--- src/rtl/width_16to8.sv ---
// 16-bit word to 8-bit byte down-converter with valid/ready on both sides.
// Optional skid buffer for full byte-rate streaming: define WIDTH_16TO8_SKID_EN.
module width_16to8 #(
  parameter bit MSB_FIRST = 1'b1
) (
  input  logic        clk,
  input  logic        rst_n,
  input  logic        valid_in,
  input  logic [15:0] data_in,
  output logic        ready_in,
  output logic        valid_out,
  output logic [7:0]  data_out,
  output logic        byte_idx,
  input  logic        ready_out,
  output logic [1:0]  dbg_state
);

  // Handshake: a transfer happens on a posedge where valid and ready are both
  // high; a valid producer holds its data stable until that transfer occurs.

  typedef enum logic [1:0] {
    S_EMPTY  = 2'd0,
    S_FIRST  = 2'd1,
    S_SECOND = 2'd2
  } state_t;

  state_t      r_state;
  logic [15:0] r_word;
  logic [7:0]  r_data;
  logic        r_valid;
  logic        r_idx;
  logic        r_ready;

  logic w_in_xfer;
  logic w_out_xfer;

  assign w_in_xfer  = valid_in && r_ready;
  assign w_out_xfer = r_valid && ready_out;

  function automatic logic [7:0] f_first(input logic [15:0] w);
    return MSB_FIRST ? w[15:8] : w[7:0];
  endfunction

  function automatic logic [7:0] f_second(input logic [15:0] w);
    return MSB_FIRST ? w[7:0] : w[15:8];
  endfunction

`ifdef WIDTH_16TO8_SKID_EN
  logic [15:0] r_skid;
  logic        r_skid_full;
  logic        w_skid_full_nxt;
  logic        w_reload;

  // Reload path: the last byte of a word leaves and another word is waiting.
  assign w_reload = (r_state == S_SECOND) && w_out_xfer;

  always_comb begin
    w_skid_full_nxt = r_skid_full;
    if (w_reload && r_skid_full)
      w_skid_full_nxt = w_in_xfer;
    else if (w_in_xfer && (r_state != S_EMPTY) && !w_reload)
      w_skid_full_nxt = 1'b1;
  end

  always_ff @(posedge clk or negedge rst_n) begin
    if (!rst_n) begin
      r_state     <= S_EMPTY;
      r_word      <= 16'h0000;
      r_data      <= 8'h00;
      r_valid     <= 1'b0;
      r_idx       <= 1'b0;
      r_ready     <= 1'b1;
      r_skid      <= 16'h0000;
      r_skid_full <= 1'b0;
    end else begin
      r_skid_full <= w_skid_full_nxt;
      r_ready     <= !w_skid_full_nxt;
      if (w_in_xfer && (r_state != S_EMPTY) && !(w_reload && !r_skid_full))
        r_skid <= data_in;
      case (r_state)
        S_EMPTY: begin
          if (w_in_xfer) begin
            r_word  <= data_in;
            r_data  <= f_first(data_in);
            r_idx   <= 1'b0;
            r_valid <= 1'b1;
            r_state <= S_FIRST;
          end
        end
        S_FIRST: begin
          if (w_out_xfer) begin
            r_data  <= f_second(r_word);
            r_idx   <= 1'b1;
            r_state <= S_SECOND;
          end
        end
        S_SECOND: begin
          if (w_out_xfer) begin
            r_idx <= 1'b0;
            if (r_skid_full) begin
              r_word  <= r_skid;
              r_data  <= f_first(r_skid);
              r_state <= S_FIRST;
            end else if (w_in_xfer) begin
              r_word  <= data_in;
              r_data  <= f_first(data_in);
              r_state <= S_FIRST;
            end else begin
              r_valid <= 1'b0;
              r_state <= S_EMPTY;
            end
          end
        end
        default: r_state <= S_EMPTY;
      endcase
    end
  end
`else
  always_ff @(posedge clk or negedge rst_n) begin
    if (!rst_n) begin
      r_state <= S_EMPTY;
      r_word  <= 16'h0000;
      r_data  <= 8'h00;
      r_valid <= 1'b0;
      r_idx   <= 1'b0;
      r_ready <= 1'b1;
    end else begin
      case (r_state)
        S_EMPTY: begin
          if (w_in_xfer) begin
            r_word  <= data_in;
            r_data  <= f_first(data_in);
            r_idx   <= 1'b0;
            r_valid <= 1'b1;
            r_ready <= 1'b0;
            r_state <= S_FIRST;
          end
        end
        S_FIRST: begin
          if (w_out_xfer) begin
            r_data  <= f_second(r_word);
            r_idx   <= 1'b1;
            r_state <= S_SECOND;
          end
        end
        S_SECOND: begin
          if (w_out_xfer) begin
            r_valid <= 1'b0;
            r_idx   <= 1'b0;
            r_ready <= 1'b1;
            r_state <= S_EMPTY;
          end
        end
        default: r_state <= S_EMPTY;
      endcase
    end
  end
`endif

  assign ready_in  = r_ready;
  assign valid_out = r_valid;
  assign data_out  = r_data;
  assign byte_idx  = r_idx;
  assign dbg_state = r_state;

endmodule

--- config.mk ---
export PLATFORM = sky130hd
export DESIGN_NAME = width_16to8
export DESIGN_NICKNAME = d
export VERILOG_FILES = /design/src/rtl/width_16to8.sv
export SDC_FILE = /design/constraint.sdc
export NUM_CORES = 1
export LEC_CHECK = 0
export CAP_MARGIN = 20
export CORE_AREA = 3 3 51 53
export DETAILED_ROUTE_END_ITERATION = 10
export DIE_AREA = 0 0 54 56
export PLACE_DENSITY_LB_ADDON = 0.05
export SLEW_MARGIN = 20
export SYNTH_ARGS = -nofsm -noshare
export SYNTH_HDL_FRONTEND = slang
export SYNTH_SLANG_ARGS = --single-unit
--- constraint.sdc ---
create_clock -name clk -period 2.4 [get_ports clk]
set_input_delay 0.72 -clock clk [delete_from_list [all_inputs] [get_ports clk]]
set_output_delay 0.72 -clock clk [all_outputs]
set_load 0.005 [all_outputs]
# Word-level counts from Yosys, hierarchy flattened
# Cells that the tools add are included.
dict set report classes {
  muxes 14
  n_eq_ne 5
  n_reduce_logical 11
}
# operator n
set op_table {}
lappend op_table {{8-bit 2-to-1 mux} 2}
lappend op_table {{8-bit one-hot mux with 2 select lines} 1}
lappend op_table {{3-bit AND reduction} 3}
lappend op_table {{2-bit 2-to-1 mux} 3}
lappend op_table {{2-bit != test, second input constant} 3}
lappend op_table {{2-bit one-hot mux with 3 select lines} 1}
lappend op_table {{1-bit 2-to-1 mux} 4}
lappend op_table {{1-bit one-hot mux with 2 select lines} 2}
lappend op_table {{4-bit AND reduction} 1}
lappend op_table {{2-bit nonzero test} 2}
lappend op_table {{1-bit one-hot mux with 3 select lines} 1}
lappend op_table {{3-bit nonzero test} 1}
lappend op_table {{2-bit by 1-bit == test with 1-bit output, second input constant} 1}
lappend op_table {{2-bit == test, second input constant} 1}
lappend op_table {{1-bit logical AND} 2}
lappend op_table {{2-bit logical NOT} 1}
lappend op_table {{2-bit AND reduction} 1}
dict set report totals {
  wordCells 36
  input_bits 20
  register_bits 21
  out_inout_bits 13
}

# Depth between registers and ports, before layout
# Gate-level depths: netlist (run 1).
dict set report logic_depth {
  ltp_word 3
  mapped_depth 4
  depth_no_buf 3
}

# Worst setup path after synthesis (run 1)
# OpenSTA, ideal clock, no wires.
dict set report synth_timing {
  path_type {input-to-reg}
  start {in valid_in}
  end {reg r_word[0]}
  n_path_buf 1
  required_time_ns 2.272
  setup_time_ns 0.128
  path_slack_ns 0.809
  path_stages 3
  t_arrival_ns 1.464
  path_cell_list {and4bb_1 -> buf_2 -> mux2_1}
}
dict set report synth_via {
  elab_chain_cells 2
}
# item line
set synth_lines {}
lappend synth_lines {{from (decl)} 8} ;# input logic valid_in,
lappend synth_lines {{1-bit logical AND} 37} ;# assign w_in_xfer = valid_in && r_ready;
lappend synth_lines {{2-bit AND reduction (no source line)} n/a}
lappend synth_lines {{to (signal assigned)} 131} ;# r_word <= data_in;
lappend synth_lines {{to (decl)} 28} ;# logic [15:0] r_word;
# Every way passes these cells.
# A chain may end at the register's enable or synchronous reset.

# Worst setup path after layout (run 1)
dict set report layout_timing {
  start {reg r_ready (netlist: ready_in)}
  end {out ready_in}
}
# item line
set layout_rtl {}
lappend layout_rtl {{from (decl)} 32} ;# logic r_ready;
lappend layout_rtl {{from (signal assigned)} 126} ;# r_ready <= 1'b1;
lappend layout_rtl {{from (signal assigned)} 135} ;# r_ready <= 1'b0;
lappend layout_rtl {{from (signal assigned)} 150} ;# r_ready <= 1'b1;
lappend layout_rtl {{to (decl)} 10} ;# output logic ready_in,
# No word-level cell between the ends.

==> results of run 1 <==
-- power by group through the flow --
stage          clock network (W)  registers (W)   logic (W)
6_report                0.000171       0.000354   0.0000460
5_1_grt                 0.000195       0.000354   0.0000500
4_1_cts                 0.000180       0.000354   0.0000468
3_5_place_dp                   0       0.000361   0.0000465
3_3_place_gp                   0       0.000361   0.0000464
2_1_floorplan                  0       0.000361  0.00000681
-- path summary, 6_finish.rpt --
kind,start,endpoint,slack (ns),depth (start not counted)
setup / recovery,ready_in$_DFFE_PN1P_,ready_in,0.32,1
hold / removal,r_word[6]$_DFFE_PN0P_,r_word[6]$_DFFE_PN0P_,0.50,1
setup reg to reg,dbg_state[0]$_DFFE_PN0P_,data_out[7]$_DFFE_PN0P_,0.60,4
hold reg to reg,r_word[6]$_DFFE_PN0P_,r_word[6]$_DFFE_PN0P_,0.50,1
max in group asynchronous,rst_n,r_word[7]$_DFFE_PN0P_,1.14,2
min in group asynchronous,rst_n,valid_out$_DFFE_PN0P_,0.73,1
-- stage by stage --
step | utilization (%) | hold WS, ns
3_5_place_dp | 61.1 | 0.470
5_1_grt | 62.3 | 0.512
2_1_floorplan | - | 0.424
6_report | 62.3 | 0.495
3_3_place_gp | 61.1 | 0.462
4_1_cts | 62.3 | 0.499
-- kinds of logic (layout without fill, tap and decap cells) --
family,count (synthesis),count (layout)
buffers and inverters,2,40
AO/OA/AOI/OAI,9,9
AND/OR/NAND/NOR,8,8
flip-flops,21,21
multiplexers,24,24
-- registers in the layout, summed over array words and instances, names as in the netlist --
name	cells
dbg_state	2
ready_in	1
r_word	8
data_out	8
valid_out	1
byte_idx	1
-- Yosys cell counts (all sizes together) --
library cell  number
a31oi              1
dfrtp             20
nor2b              1
o21ai              1
o22ai              1
a22o               2
o21bai             3
a21o               1
buf                1
and4bb             1
nand2b             3
nand2              3
dfstp              1
clkbuf             1
mux2              24
-- routing by layer --
| layer | routed length (um) | track usage, % | part of all wire [%] | up-vias |
|---|---|---|---|---|
| li1 | - | - | - | 306 |
| met1 | 849 | 18.0 | 46 | 324 |
| met2 | 866 | 21.8 | 47 | 22 |
| met3 | 128 | 3.75 | 6.9 | 2 |
| met4 | 7 | 4.27 | 0.38 | 0 |
| met5 | 0 | 0 | 0 | - |
-- cell type report --
cell class                      count  area, um2
Multi-Input combinational cell     41        425
Timing Repair Buffer               36        350
Fill cell                         174        826
Sequential cell                    21        527
Clock buffer                        3       22.5
Tap cell                           28       35.0
Clock inverter                      1       5.00
==> results.sh, run 1 <==
export IMPL_placed_area_um2=1340
export IMPL_yosys_top_cells_area="dfrtp_1 (52%), mux2_4 (12%), mux2_1 (11%), mux2_2 (8.2%), dfstp_2 (2.7%)"
export IMPL_fin_skew_ns=0.00279
export IMPL_ctsResizeCount=0
export IMPL_cts_tree="yes"
export IMPL_clock_latency_ns=0.30
export IMPL_netSwitchingFraction_pct=21.3
export IMPL_hold_buffers=0
export IMPL_period_share_pct=86.7
export IMPL_p_int_w=0.000449
export IMPL_nets=123
export IMPL_synthSimpleGateAreaFrac_pct=5.07
export IMPL_clk_path_buf_depth=2
export IMPL_drcViolationCount=0
export IMPL_grt_use_total_pct=13.8
export IMPL_power_density_nw_per_um2=418
export IMPL_yosysWarnings=0
export IMPL_ys_types=18
export IMPL_critPathMaxStageDelay_ns=0.57
export IMPL_core_area_um2=2190
export IMPL_synth_xor_area_share_pct=0
export IMPL_critical_path_class="register to primary output"
export IMPL_sequentialPowerShare_pct=62.0
export IMPL_worstMarginPinSlew_ns=0.490
export IMPL_synth_top_family_by_area="multiplexers"
export IMPL_hold_viol_final=0
export IMPL_die_h_um=56
export IMPL_antenna_found_initial=0
export IMPL_final_cell_mix="clkdlybuf4s50_1 (32), dfrtp_1 (20), mux2_1 (9)"
export IMPL_gp_congestion=0.658
export IMPL_drive_gt1_share_pct=24.5
export IMPL_h_tree_depth=1
export IMPL_dp_hpwl_um=1350
export IMPL_ys_ff_latch=21
export IMPL_synth_top_area_cell="dfrtp_1"
export IMPL_muxShareOfSynthArea_pct=31.2
export IMPL_cp_max_fo=4
export IMPL_clkSinkCount=21
export IMPL_dr_pass1_iters=4
export IMPL_grt_overflow=0
export IMPL_synth_seq_area_share_pct=54.7
export IMPL_layout_setup_ws_ns=0.319
export IMPL_dp_slack_ns=0.268
export IMPL_dr_total_vias=654
export IMPL_syn_nets=84
export IMPL_portBuffers=32
export IMPL_synth_compound_area_share_pct=7.93
export IMPL_p_comb_share_pct=8.1
export IMPL_cp_start_kind="register"
export IMPL_final_common_cell="clkdlybuf4s50_1"
export IMPL_slew_viol_final=0
export IMPL_rsz0062_at_grt="no"
export IMPL_p_leak_nw=0.632
export IMPL_crit_chain="clkdlybuf4s50_1"
export IMPL_cap_violations=0
export IMPL_start_util_pct=43.9
export IMPL_cp_arrival_ns=1.36
export IMPL_rows=17
export IMPL_syn_to_final_growth_pct=41.9
export IMPL_first_iter_violations=5
export IMPL_postSynthCellCount=64
export IMPL_synth_fa_ha_area_share_pct=0
export IMPL_grt_pass1_vias=684
export IMPL_clkPwrFrac_pct=29.9
export IMPL_maxSlewHeadroom_pct=67.2
export IMPL_max_clock_freq_mhz=481
export IMPL_synth_top_cell_area_share_pct=52.0
export IMPL_grt_start_max_net_pins=13
export IMPL_drt_vias_per_instance=5.03
export IMPL_syn_cell_area_um2=962
export IMPL_io_pin_count=33
export IMPL_num_antenna_cells=0
export IMPL_finalNonFillerCells=130
export IMPL_required_ns=1.68
export IMPL_ant_nets=0
export IMPL_grt_first_pass_wirelength_um=3170
export IMPL_dp_cells=126
export IMPL_status="finished, final reports clean"
export IMPL_clkTransAtPathRegs_ns=0.12
export IMPL_endpoint_kind="primary output"
export IMPL_wirelength_um=1850
export IMPL_power_w=0.000571
export IMPL_hold_path_class="register to register"
export IMPL_setup_violations_final=0
export IMPL_cts_root_buf="clkbuf_4"
export IMPL_postCtsSetupBuffers=0
export IMPL_synth_area_per_cell_um2=15.0
export IMPL_cp_slowest_cell="dfstp_2"
export IMPL_wl_per_cell_um=14.2
export IMPL_peakVddDrop_v=0.000301
export IMPL_dieArea_um2=3020
export IMPL_fin_crit_ns=2.08
export IMPL_crit_buf_inv=1
export IMPL_p_sw_w=0.000122
export IMPL_die_x_um=54
export IMPL_cts_inserted_buffers=3
export IMPL_tns_ns=0
export IMPL_final_area_um2=1370
export IMPL_path_delay_family="flip-flops"
(Power assumes the default switching activity.)
==> inputs of run 2 (changes only) <==
clock period = 2.5 ns   (was 2.4 ns; I/O delays follow)
==> run 2 against run 1 <==
  * Setup slack gained 0.081 ns
  * Clock power shrank 4%
  * Non-clock buffer count shrank 1
  * Cell count shrank 0.77%
  * First-iteration DRC count shrank 40%
  * Via count shrank 2.0%
  * Total power shrank 4.0%
  * Hold slack gained 0.00056 ns
  * Sequential cell count is the same
  * Largest cell class unchanged
  * Core utilization shrank 0.34 points
==> results.sh, run 2 (synthesis results as in run 1) <==
export IMPL_setup_violations_final=0
export IMPL_grt_use_total_pct=13.9
export IMPL_period_share_pct=84.0
export IMPL_worstMarginPinSlew_ns=0.433
export IMPL_antenna_found_initial=0
export IMPL_path_depth=1
export IMPL_crit_buf_inv=1
export IMPL_final_cell_mix="clkdlybuf4s50_1 (32), dfrtp_1 (20), mux2_1 (9)"
export IMPL_drcViolationCount=0
export IMPL_reg2reg_to="data_out[7]$_DFFE_PN0P_"
export IMPL_power_density_nw_per_um2=403
export IMPL_rsz0062_at_grt="no"
export IMPL_wirelength_um=1860
export IMPL_reg2reg_depth=4
export IMPL_syn_to_final_growth_pct=41.1
export IMPL_hold_viol_final=0
export IMPL_ant_nets=0
export IMPL_critPathLaunch="ready_in$_DFFE_PN1P_"
export IMPL_tns_ns=0
export IMPL_io_pin_count=33
export IMPL_start_util_pct=43.9
export IMPL_cp_max_fo=4
export IMPL_portBuffers=32
export IMPL_cap_violations=0
export IMPL_dp_hpwl_um=1380
export IMPL_die_h_um=56
export IMPL_h_tree_depth=1
export IMPL_grt_overflow=0
export IMPL_cp_arrival_ns=1.35
export IMPL_clk_path_buf_depth=2
export IMPL_power_w=0.000548
export IMPL_cts_tree="yes"
export IMPL_nets=122
export IMPL_drive_gt1_share_pct=23.8
export IMPL_fin_crit_ns=2.10
export IMPL_maxSlewHeadroom_pct=71.1
export IMPL_fill_cells=185
export IMPL_num_antenna_cells=0
export IMPL_path_delay_family="flip-flops"
export IMPL_hold_path_class="register to register"
export IMPL_p_leak_nw=0.628
export IMPL_multi_input_area_um2=425
export IMPL_layout_setup_ws_ns=0.400
export IMPL_fin_skew_ns=0.0102
export IMPL_dp_slack_ns=0.244
export IMPL_cp_slowest_cell="dfstp_2"
export IMPL_die_x_um=54
export IMPL_grt_pass1_vias=700
export IMPL_dieArea_um2=3020
export IMPL_clock_latency_ns=0.30
export IMPL_crit_end="ready_in"
export IMPL_wl_per_cell_um=14.4
export IMPL_required_ns=1.75
export IMPL_final_seq_area_um2=527
export IMPL_peakVddDrop_v=0.000296
export IMPL_slew_viol_final=0
export IMPL_hold_buffers=0
export IMPL_grt_first_pass_wirelength_um=3100
export IMPL_r2r_start="dbg_state[0]$_DFFE_PN0P_"
export IMPL_reg2reg_slack_ns=0.75
export IMPL_postCtsSetupBuffers=0
export IMPL_first_iter_violations=3
export IMPL_dr_total_vias=641
export IMPL_ctsResizeCount=0
export IMPL_final_core_util_pct=62.0
export IMPL_max_clock_freq_mhz=476
export IMPL_grt_start_max_net_pins=14
export IMPL_status="finished, final reports clean"
export IMPL_critical_path_class="register to primary output"
export IMPL_drt_vias_per_instance=4.97
export IMPL_endpoint_kind="primary output"
export IMPL_cp_start_kind="register"
export IMPL_core_area_um2=2190
export IMPL_dr_pass1_iters=3
export IMPL_final_common_cell="clkdlybuf4s50_1"
export IMPL_clkTransAtPathRegs_ns=0.12
export IMPL_critPathMaxStageDelay_ns=0.56
export IMPL_rows=17
export IMPL_cts_inserted_buffers=3
export IMPL_cts_root_buf="clkbuf_4"
export IMPL_clkSinkCount=21
export IMPL_crit_chain="clkdlybuf4s50_1"
export IMPL_gp_congestion=0.659
[run 2: cell count changes in the layout (fill, tap and decap cells not counted)]
cell   change
buf_4      -1
[run 2: how the worst min path moves through the flow]
stage                     cells after the start                     to  slack [ns]             startpoint
final                                         1  r_word[3]$_DFFE_PN0P_        0.50  r_word[3]$_DFFE_PN0P_
after global routing                          1  r_word[2]$_DFFE_PN0P_        0.53  r_word[2]$_DFFE_PN0P_
after CTS                                     1  r_word[4]$_DFFE_PN0P_        0.50  r_word[4]$_DFFE_PN0P_
after detailed placement                      1  r_word[4]$_DFFE_PN0P_        0.47  r_word[4]$_DFFE_PN0P_
after global placement                        1  r_word[6]$_DFFE_PN0P_        0.46  r_word[6]$_DFFE_PN0P_
after floorplan                               0   byte_idx$_DFFE_PN0P_        0.45                  rst_n
[run 2: where the power goes]
| group | switching (W) | total [W] | internal [W] |
|---|---|---|---|
| logic | 0.0000128 | 0.0000444 | 0.0000317 |
| registers | 0 | 0.000340 | 0.000340 |
| clock network | 0.000104 | 0.000164 | 0.0000596 |
| total | 0.000117 | 0.000548 | 0.000431 |
[run 2: area by class of cell]
cell class / count / area share (%)
Sequential cell: 21 / 38.8
Clock inverter: 1 / 0.369
Tap cell: 28 / 2.58
Timing Repair Buffer: 35 / 25.3
Multi-Input combinational cell: 41 / 31.3
Clock buffer: 3 / 1.66
[run 2: worst reg2reg max path, cell delays in order, from the launching register on]
cell and delay [ns]:
dfrtp_1 0.47, nor2b_1 0.37, buf_4 0.22, mux2_2 0.33, mux2_4 0.25
[run 2: per-stage QoR]
stage	std cells	area [um2]	hold slack (ns)
2_1_floorplan	64	962	0.450
3_3_place_gp	125	1330	0.462
3_5_place_dp	125	1330	0.472
4_1_cts	129	1360	0.501
5_1_grt	129	1360	0.528
6_report	129	1360	0.496
[run 2: routing by layer]
layer	part of all wire [%]	wire length, um	track usage [%]
met3	8.0	149	3.49
met4	0.75	14	5.34
met1	43	794	16.5
met5	0	0	0
met2	48	902	23.2
